<file path="src/rtl/prog_loader_pkg.sv">
// Shared CPU-side definitions for the program loader.
// Holds the loader FSM state encoding, default memory geometry and the
// CPU data-bus width.
package prog_loader_pkg;

  localparam int BUS_W      = 8;   // CPU data bus width
  localparam int DEF_DEPTH  = 16;  // default program memory depth (words)
  localparam int DEF_ADDR_W = 4;   // default address width, clog2(DEF_DEPTH)

  typedef enum logic [2:0] {
    S_IDLE = 3'd0,
    S_WAIT = 3'd1,
    S_ADDR = 3'd2,
    S_DATA = 3'd3,
    S_DONE = 3'd4,
    S_ERR  = 3'd5
  } ld_state_e;

endpackage

</file>
<file path="src/rtl/prog_loader.sv">
// prog_loader: streams program bytes into CPU memory over the shared bus.
// Each accepted byte becomes two bus cycles: the address is driven with
// mar_load, then the byte is driven with ram_we.  The CPU clock is held
// (cpu_hold) for the whole session.
//
// Ports
//   clk, rst_n      clock, async active-low reset
//   start           one-cycle pulse, opens a session at address 0
//   in_valid/in_data/in_last, in_ready   byte stream handshake
//   bus_en, bus_out CPU bus drive (loader has top bus priority)
//   mar_load        MAR captures bus
//   ram_we          RAM writes bus at MAR
//   cpu_hold        gates CPU clock during a session
//   done            one-cycle pulse, session ended on in_last
//   error           high after an overflow until the next start
module prog_loader
  import prog_loader_pkg::*;
#(
  parameter int DEPTH  = DEF_DEPTH,
  parameter int ADDR_W = DEF_ADDR_W
) (
  input  logic             clk,
  input  logic             rst_n,
  input  logic             start,
  input  logic             in_valid,
  input  logic [BUS_W-1:0] in_data,
  input  logic             in_last,
  output logic             in_ready,
  output logic             bus_en,
  output logic [BUS_W-1:0] bus_out,
  output logic             mar_load,
  output logic             ram_we,
  output logic             cpu_hold,
  output logic             done,
  output logic             error
);

  localparam logic [ADDR_W-1:0] LAST_ADDR = ADDR_W'(DEPTH - 1);

  ld_state_e         state, state_nxt;
  logic [ADDR_W-1:0] addr, addr_nxt;
  logic [BUS_W-1:0]  hold_data, hold_data_nxt;
  logic              hold_last, hold_last_nxt;

  always_ff @(posedge clk or negedge rst_n) begin
    if (!rst_n) begin
      state     <= S_IDLE;
      addr      <= '0;
      hold_data <= '0;
      hold_last <= 1'b0;
    end else begin
      state     <= state_nxt;
      addr      <= addr_nxt;
      hold_data <= hold_data_nxt;
      hold_last <= hold_last_nxt;
    end
  end

  // Outputs are decoded purely from state and the holding registers, so an
  // asynchronous reset forces them all low without waiting for a clock.
  always_comb begin
    state_nxt     = state;
    addr_nxt      = addr;
    hold_data_nxt = hold_data;
    hold_last_nxt = hold_last;
    in_ready      = 1'b0;
    bus_en        = 1'b0;
    bus_out       = '0;
    mar_load      = 1'b0;
    ram_we        = 1'b0;
    cpu_hold      = 1'b0;
    done          = 1'b0;
    error         = 1'b0;

    unique case (state)
      S_IDLE: begin
        if (start) begin
          state_nxt = S_WAIT;
          addr_nxt  = '0;
        end
      end
      S_WAIT: begin
        in_ready = 1'b1;
        cpu_hold = 1'b1;
        if (in_valid) begin
          hold_data_nxt = in_data;
          hold_last_nxt = in_last;
          state_nxt     = S_ADDR;
        end
      end
      S_ADDR: begin
        cpu_hold  = 1'b1;
        bus_en    = 1'b1;
        mar_load  = 1'b1;
        bus_out   = BUS_W'(addr);
        state_nxt = S_DATA;
      end
      S_DATA: begin
        cpu_hold = 1'b1;
        bus_en   = 1'b1;
        ram_we   = 1'b1;
        bus_out  = hold_data;
        // Never step past the top word: the counter must not wrap to 0 and
        // the next session reloads it from start anyway.
        if (addr != LAST_ADDR) addr_nxt = addr + 1'b1;
        if (hold_last)              state_nxt = S_DONE;
        else if (addr == LAST_ADDR) state_nxt = S_ERR;
        else                        state_nxt = S_WAIT;
      end
      S_DONE: begin
        cpu_hold  = 1'b1;
        done      = 1'b1;
        state_nxt = S_IDLE;
      end
      S_ERR: begin
        // Stays here (CPU still held) until a fresh start re-opens a session.
        cpu_hold = 1'b1;
        error    = 1'b1;
        if (start) begin
          state_nxt = S_WAIT;
          addr_nxt  = '0;
        end
      end
      default: state_nxt = S_IDLE;
    endcase
  end

endmodule

</file>
<file path="config.mk">
export PLATFORM = sky130hd
export DESIGN_NAME = prog_loader
export DESIGN_NICKNAME = d
export VERILOG_FILES = /design/src/rtl/prog_loader_pkg.sv /design/src/rtl/prog_loader.sv
export SDC_FILE = /design/constraint.sdc
export NUM_CORES = 1
export LEC_CHECK = 0
export CAP_MARGIN = 20
export CORE_MARGIN = 4
export CORE_UTILIZATION = 48
export DETAILED_ROUTE_END_ITERATION = 8
export HOLD_SLACK_MARGIN = 0.03
export PLACE_DENSITY = 0.83
export SLEW_MARGIN = 30
export SYNTH_ARGS = -nofsm -noshare
export SYNTH_HDL_FRONTEND = slang
export SYNTH_SLANG_ARGS = --single-unit
</file>
<file path="constraint.sdc">
create_clock -name clk -period 2.2 [get_ports clk]
set_input_delay 0.44 -clock clk [delete_from_list [all_inputs] [get_ports clk]]
set_output_delay 0.44 -clock clk [all_outputs]
set_load 0.01 [all_outputs]
</file>
==> impl_metrics.py, run 1 <==
metrics = {
    "setup_path": {
        "rrSetupSlack_ns": 0.71,
        "crit_path_start": "state[1]",
        "crit_fanout": 8,
        "path_class": "flip-flop to primary output",
        "worstPathRequired_ns": 1.76,
        "worstPathArrival_ns": 1.70,
        "endpoint": "done",
        "start_kind": "flip-flop",
        "critical_path.endpoint_type": "primary output",
        "r2r_cells": 4,
        "r2r-start": "state[2]",
        "r2r_end": "hold_data[6]",
    },
    "yosys": {
        "syn_area_sq_um": 869.6,
        "ys_types": 30,
        "synth-edff-count": 0,
        "synth-main-ff-cell": "dfrtp_1",
        "synth_top_cell_area_share_pct": 46.04,
        "yosys_warnings": 0,
        "synth_nets": 96,
        "synth_most_common_cell": "dfrtp_1",
        "ys_seq_area_share_pct": 46.04,
        "async_flop_share_pct": 100.0,
        "synth.ff_latch_count": 16,
        "syn_inst": 82,
        "yosys-top-cells-count": "16 x dfrtp_1, 9 x mux2_2, 7 x nor2_1, 5 x mux2i_1",
        "syn_area_per_cell_sq_um": 10.60,
        "synth.largest_area_cell": "dfrtp_1",
        "synth_area_leaders": "dfrtp_1 46%, mux2_2 12%, mux2i_1 5.8%, nor2_1 3.0%, and2_1 2.9%",
    },
    "grt": {
        "grt_pass1_vias": 816,
        "grt-busiest-layer": "met2",
        "grt_pass1_wl_mm": 3.367,
        "grt_max_degree": 17,
        "antenna_found_initial": 0,
        "grtUsageMet1_pct": 18.91,
        "grt_util_met3_pct": 4.748,
        "gr-total-overflow": 0,
        "grt_usage_pct": 17.42,
        "use_met2_pct": 30.65,
    },
    "power_and_ir_drop": {
        "peakVddDrop_v": 0.0006297,
        "power_density_mw_per_mm2": 1268,
        "p_leak_nw": 0.6336,
    },
    "place": {
        "dpl.cell_count": 134,
        "portBuffers": 27,
        "dp_hpwl_mm": 1.443,
        "gp_congestion": 0.8013,
        "placed_area_sq_mm": 0.001174,
    },
    "timing": {
        "rsz0062_at_grt": "yes",
        "fmax_ghz": 0.4670,
        "hold_viol": 0,
        "post-route-period-util_pct": 97.33,
        "setup_viol": 0,
        "slew_headroom_pct": 81.30,
        "drv_slew": 0,
        "min_period_ns": 2.141,
        "worst_slew_pin_slew_ns": 0.2798,
        "finClkSkew_ns": 0.002533,
    },
    "finish": {
        "drive_gt1_share_pct": 22.41,
        "fin_area_sq_mm": 0.001257,
        "area_growth_pct": 44.60,
        "antennaDiodeCount": 0,
        "fillCellCount": 138,
        "stdcell_count": 141,
        "fin_nets": 131,
    },
    "route": {
        "wl_per_cell_um": 13.92,
        "drc": 0,
        "num_vias": 770,
        "viasPerCell": 5.461,
        "antenna_left": 0,
        "initialDrtViolationCount": 17,
        "drt-pass1-iter-count": 4,
        "totalWireLength_mm": 1.963,
    },
    "clock_tree": {
        "clk_pin_slew_worst_paths_ns": 0.10,
        "cts_hold_buf": 0,
        "numCtsBuffers": 3,
        "root_buffer": "clkbuf_4",
        "cts_tree": "done",
        "max-clock-path-buffers": 2,
        "worstSkewPairLatency_ns": 0.29,
        "htree_num_levels": 1,
        "numClockSinks": 16,
    },
    "floorplan": {
        "initial_utilization_pct": 50.36,
        "dieArea_sq_mm": 0.002557,
        "pin_count": 28,
        "core.rowCount": 15,
        "coreArea_sq_mm": 0.001727,
        "die_h_um": 50.57,
        "die_w_um": 50.57,
    },
    "hold_path": {
        "holdCritPathClass": "input port to async pin",
    },
    "run_status": {
        "status": "complete, no violations",
    },
    "flow_run": {
        "max_cap_violations": 0,
    },
}
==> area by class of cell <==
cell class / count / area (sq um) / area share (%)
Tap cell: 25 / 31.28 / 2.488
Clock buffer: 4 / 36.28 / 2.886
Inverter: 4 / 17.52 / 1.393
Multi-Input combinational cell: 59 / 445.4 / 35.42
Timing Repair Buffer: 33 / 324.1 / 25.77
Sequential cell: 16 / 402.9 / 32.04
==> logic make-up after synthesis <==
group,count (synthesis),share of synthesized area [%]
AO/OA/AOI/OAI,12,9.209
XOR/XNOR,1,1.007
adder cells (fa/ha/maj),1,1.439
buffers and inverters,7,4.027
flip-flops,16,46.04
multiplexers,14,17.41
AND/OR/NAND/NOR,31,20.86
==> sequential cells by signal, indices dropped and copies added (netlist names) <==
| name | flops |
|---|---|
| hold_data | 8 |
| addr | 4 |
| state | 3 |
| hold_last | 1 |
==> timing repair <==
| action | in CTS | in global routing |
|---|---|---|
| gates resized for setup | 5 | 6 |
| endpoints found under the setup margin | 10 | 10 |
| setup buffers | 1 | 2 |
==> cells in the final DEF (no fill, tap or decap) <==
master / count
xor2_1: 1
ha_1: 1
mux2_2: 9
a31o_2: 1
dfrtp_1: 14
nand2b_2: 1
buf_4: 6
mux2i_1: 5
nor2b_1: 3
dlygate4sd2_1: 1
and3_1: 2
inv_1: 3
clkbuf_8: 1
nor3_1: 1
nor2_1: 7
or2_1: 1
dfrtp_2: 2
nand2b_1: 3
nor2_4: 1
clkbuf_4: 3
nand3b_4: 1
nor3b_1: 1
a31oi_1: 1
nand2_1: 2
o211a_1: 1
inv_4: 1
nand4b_1: 1
dlymetal6s2s_1: 4
nand3_1: 2
o22ai_1: 1
clkdlybuf4s50_1: 22
a21oi_1: 2
o221ai_1: 1
o21ai_0: 3
a211oi_1: 2
or3_1: 1
and2_1: 4
==> critical path: stages, from the launching register on <==
cell	delay, ns
dfrtp_2	0.48
buf_4	0.17
nor3b_1	0.20
clkdlybuf4s50_1	0.57
==> worst min-delay path by stage <==
stage | from | end | slack [ns] | cells past startpoint
2_1_floorplan | rst_n | addr[0] | 0.14 | 0
3_3_place_gp | hold_data[6] | hold_data[6] | 0.48 | 1
3_5_place_dp | hold_data[4] | hold_data[4] | 0.49 | 1
4_1_cts | rst_n | hold_data[7] | 0.46 | 2
5_1_grt | rst_n | hold_data[1] | 0.46 | 2
6_report | rst_n | hold_data[7] | 0.45 | 2
==> layer usage <==
layer  vias to the layer above  wire length, um  part of all wire [%]
met4                         0               31                   1.6
met3                         4               95                   4.8
met5                         -                0                     0
met1                       382              819                    42
met2                        25             1017                    52
li1                        359                -                     -
==> metrics by stage <==
stage	setup TNS, ns	utilization [%]	worst slack (ns)	hold WS (ns)	power, mW
finish	0	72.83	0.05863	0.4524	1.594
global route	-0.005848	72.83	-0.005848	0.4621	1.713
CTS	0	70.72	0.009724	0.4592	1.569
detailed placement	0	67.97	0.2089	0.4912	1.349
global placement	0	67.97	0.2401	0.4822	1.320
floorplan	0	-	0.8249	0.1444	1.030
==> power breakdown <==
group	total, mW	leakage, nW	switching [mW]	internal [mW]
sequential	0.558	0.195	0.128	0.430
clock	0.197	0.0210	0.0962	0.101
combinational	0.839	0.418	0.367	0.472
total	1.59	0.634	0.590	1.00
(Power assumes the default switching activity.)
==> run 2, diff against run 1 <==
--- a/config.mk
+++ b/config.mk
@@ -7,10 +7,10 @@
 export LEC_CHECK = 0
 export CAP_MARGIN = 20
 export CORE_MARGIN = 4
-export CORE_UTILIZATION = 48
+export CORE_UTILIZATION = 40
 export DETAILED_ROUTE_END_ITERATION = 8
 export HOLD_SLACK_MARGIN = 0.03
-export PLACE_DENSITY = 0.83
+export PLACE_DENSITY = 0.74
 export SLEW_MARGIN = 30
 export SYNTH_ARGS = -nofsm -noshare
 export SYNTH_HDL_FRONTEND = slang
==> constraint.sdc (replaced) <==
create_clock -name clk -period 1.75 [get_ports clk]
set_input_delay 0.35 -clock clk [delete_from_list [all_inputs] [get_ports clk]]
set_output_delay 0.35 -clock clk [all_outputs]
set_load 0.01 [all_outputs]
==> impl_metrics.py, run 2 (synthesis results as in run 1) <==
metrics = {
    "floorplan": {
        "dieArea_sq_mm": 0.002984,
        "initial_utilization_pct": 43.01,
        "die_h_um": 54.63,
        "coreArea_sq_mm": 0.002022,
        "die_w_um": 54.63,
        "core.rowCount": 16,
        "pin_count": 28,
    },
    "clock_tree": {
        "numCtsBuffers": 3,
        "numClockSinks": 16,
        "cts_hold_buf": 0,
        "htree_num_levels": 1,
        "clk_pin_slew_worst_paths_ns": 0.09,
        "worstSkewPairLatency_ns": 0.29,
        "max-clock-path-buffers": 2,
        "root_buffer": "clkbuf_4",
        "cts_tree": "done",
    },
    "timing": {
        "drv_slew": 0,
        "finClkSkew_ns": 0.005570,
        "min_period_ns": 1.693,
        "post-route-period-util_pct": 96.74,
        "fmax_ghz": 0.5907,
        "hold_viol": 0,
        "slew_headroom_pct": 79.93,
        "rsz0062_at_grt": "yes",
        "layout_setup_ws_ns": 0.05704,
        "worst_slew_pin_slew_ns": 0.3004,
        "setup_viol": 0,
    },
    "finish": {
        "antennaDiodeCount": 0,
        "largest_reg_flops": 8,
        "drive_gt1_share_pct": 37.60,
        "multi_input_area_sq_um": 457.9,
        "area_growth_pct": 46.76,
        "fin_nets": 141,
        "reg.largest.list": "hold_data (8), addr (4), state (3)",
        "fin_util_pct": 63.12,
        "final_cell_mix": "14 x dfrtp_1, 14 x buf_4, 12 x clkdlybuf4s50_1",
        "fillCellCount": 181,
        "regArea_sq_um": 402.9,
        "top_register": "hold_data",
    },
    "setup_path": {
        "start_kind": "flip-flop",
        "crit_fanout": 7,
        "path_class": "flip-flop to primary output",
        "r2r_end": "hold_data[6]",
        "worstPathRequired_ns": 1.40,
        "worstPathArrival_ns": 1.34,
        "rrSetupSlack_ns": 0.20,
        "r2r_cells": 4,
        "r2r-start": "state[2]",
        "critical_path.endpoint_type": "primary output",
    },
    "route": {
        "num_vias": 780,
        "totalWireLength_mm": 2.097,
        "drt-pass1-iter-count": 3,
        "drc": 0,
        "antenna_left": 0,
        "initialDrtViolationCount": 4,
        "viasPerCell": 5.132,
        "wl_per_cell_um": 13.80,
    },
    "grt": {
        "grt_pass1_wl_mm": 3.443,
        "grt_pass1_vias": 803,
        "grt_max_degree": 17,
        "grt_usage_pct": 16.51,
        "antenna_found_initial": 0,
        "gr-total-overflow": 0,
    },
    "flow_run": {
        "max_cap_violations": 0,
    },
    "power_and_ir_drop": {
        "peakVddDrop_v": 0.0008962,
        "p_leak_nw": 0.6420,
        "power_density_mw_per_mm2": 1617,
    },
    "place": {
        "portBuffers": 27,
        "place_ws_ns": -0.06012,
        "gp_congestion": 0.7572,
        "dp_hpwl_mm": 1.520,
    },
    "hold_path": {
        "holdCritPathClass": "input port to async pin",
    },
    "run_status": {
        "status": "complete, no violations",
    },
}
==> run 2: layer usage <==
metal,vias up,wire [um],global-route usage [%]
met5,-,0,0
met4,0,24,7.469
met3,4,113,3.815
met2,21,1095,29.53
met1,380,864,18.21
li1,375,-,-
==> run 2: power breakdown <==
part	internal, mW	switching, mW
clock network	0.0800	0.114
logic	0.666	0.523
registers	0.541	0.139
total	1.29	0.776
==> run 2: worst max-delay path by stage <==
stage / from / to / slack, ns / cells after the start
6_report: state[0] / bus_out[0] / 0.06 / 5
5_1_grt: state[0] / bus_out[1] / -0.04 / 5
4_1_cts: state[1] / error / 0.00008 / 5
3_5_place_dp: state[2] / bus_out[5] / -0.06 / 4
3_3_place_gp: state[2] / bus_out[4] / -0.008 / 4
2_1_floorplan: addr[0] / addr[3] / 0.46 / 3
==> run 2: cell type report <==
class / instances / area share (%)
clock buffers: 3 / 1.765
inverters: 4 / 1.373
multi-input cells: 59 / 35.88
repair buffers: 43 / 26.76
well taps: 27 / 2.647
flip-flops and latches: 16 / 31.57
==> run 2: what timing repair did <==
item                                    4_1_cts  5_1_grt
pin swaps                                     0        1
resized for setup                            47        7
hold endpoints to repair                      0        0
endpoints found under the setup margin       15        7
setup buffers                                 8        0
==> run 2: critical path, stage by stage, from the launching register on <==
cell and delay (ns):
dfrtp_2 0.46, buf_6 0.15, buf_4 0.13, mux2i_1 0.14
nor2_1 0.05, buf_2 0.13
==> run 2: per-stage QoR <==
step | setup TNS (ns) | cell area (sq um) | power, mW | hold slack (ns) | cells
2_1_floorplan | 0 | 869.6 | 1.295 | 0.05441 | 82
3_3_place_gp | -0.02847 | 1214 | 1.738 | 0.4889 | 141
3_5_place_dp | -0.1855 | 1214 | 1.770 | 0.4914 | 141
4_1_cts | 0 | 1281 | 2.056 | 0.3701 | 152
5_1_grt | -0.05409 | 1276 | 2.225 | 0.3965 | 152
6_report | 0 | 1276 | 2.063 | 0.3688 | 152
==> run 3, diff against run 2 <==
--- a/config.mk
+++ b/config.mk
@@ -8,10 +8,10 @@
 export CAP_MARGIN = 20
 export CORE_MARGIN = 4
 export CORE_UTILIZATION = 40
+export CTS_CLUSTER_DIAMETER = 50
 export DETAILED_ROUTE_END_ITERATION = 8
 export HOLD_SLACK_MARGIN = 0.03
 export PLACE_DENSITY = 0.74
-export SLEW_MARGIN = 30
 export SYNTH_ARGS = -nofsm -noshare
 export SYNTH_HDL_FRONTEND = slang
 export SYNTH_SLANG_ARGS = --single-unit
==> results of run 3 <==
No change in the layout: final DEF, timing and power equal those of run 2.
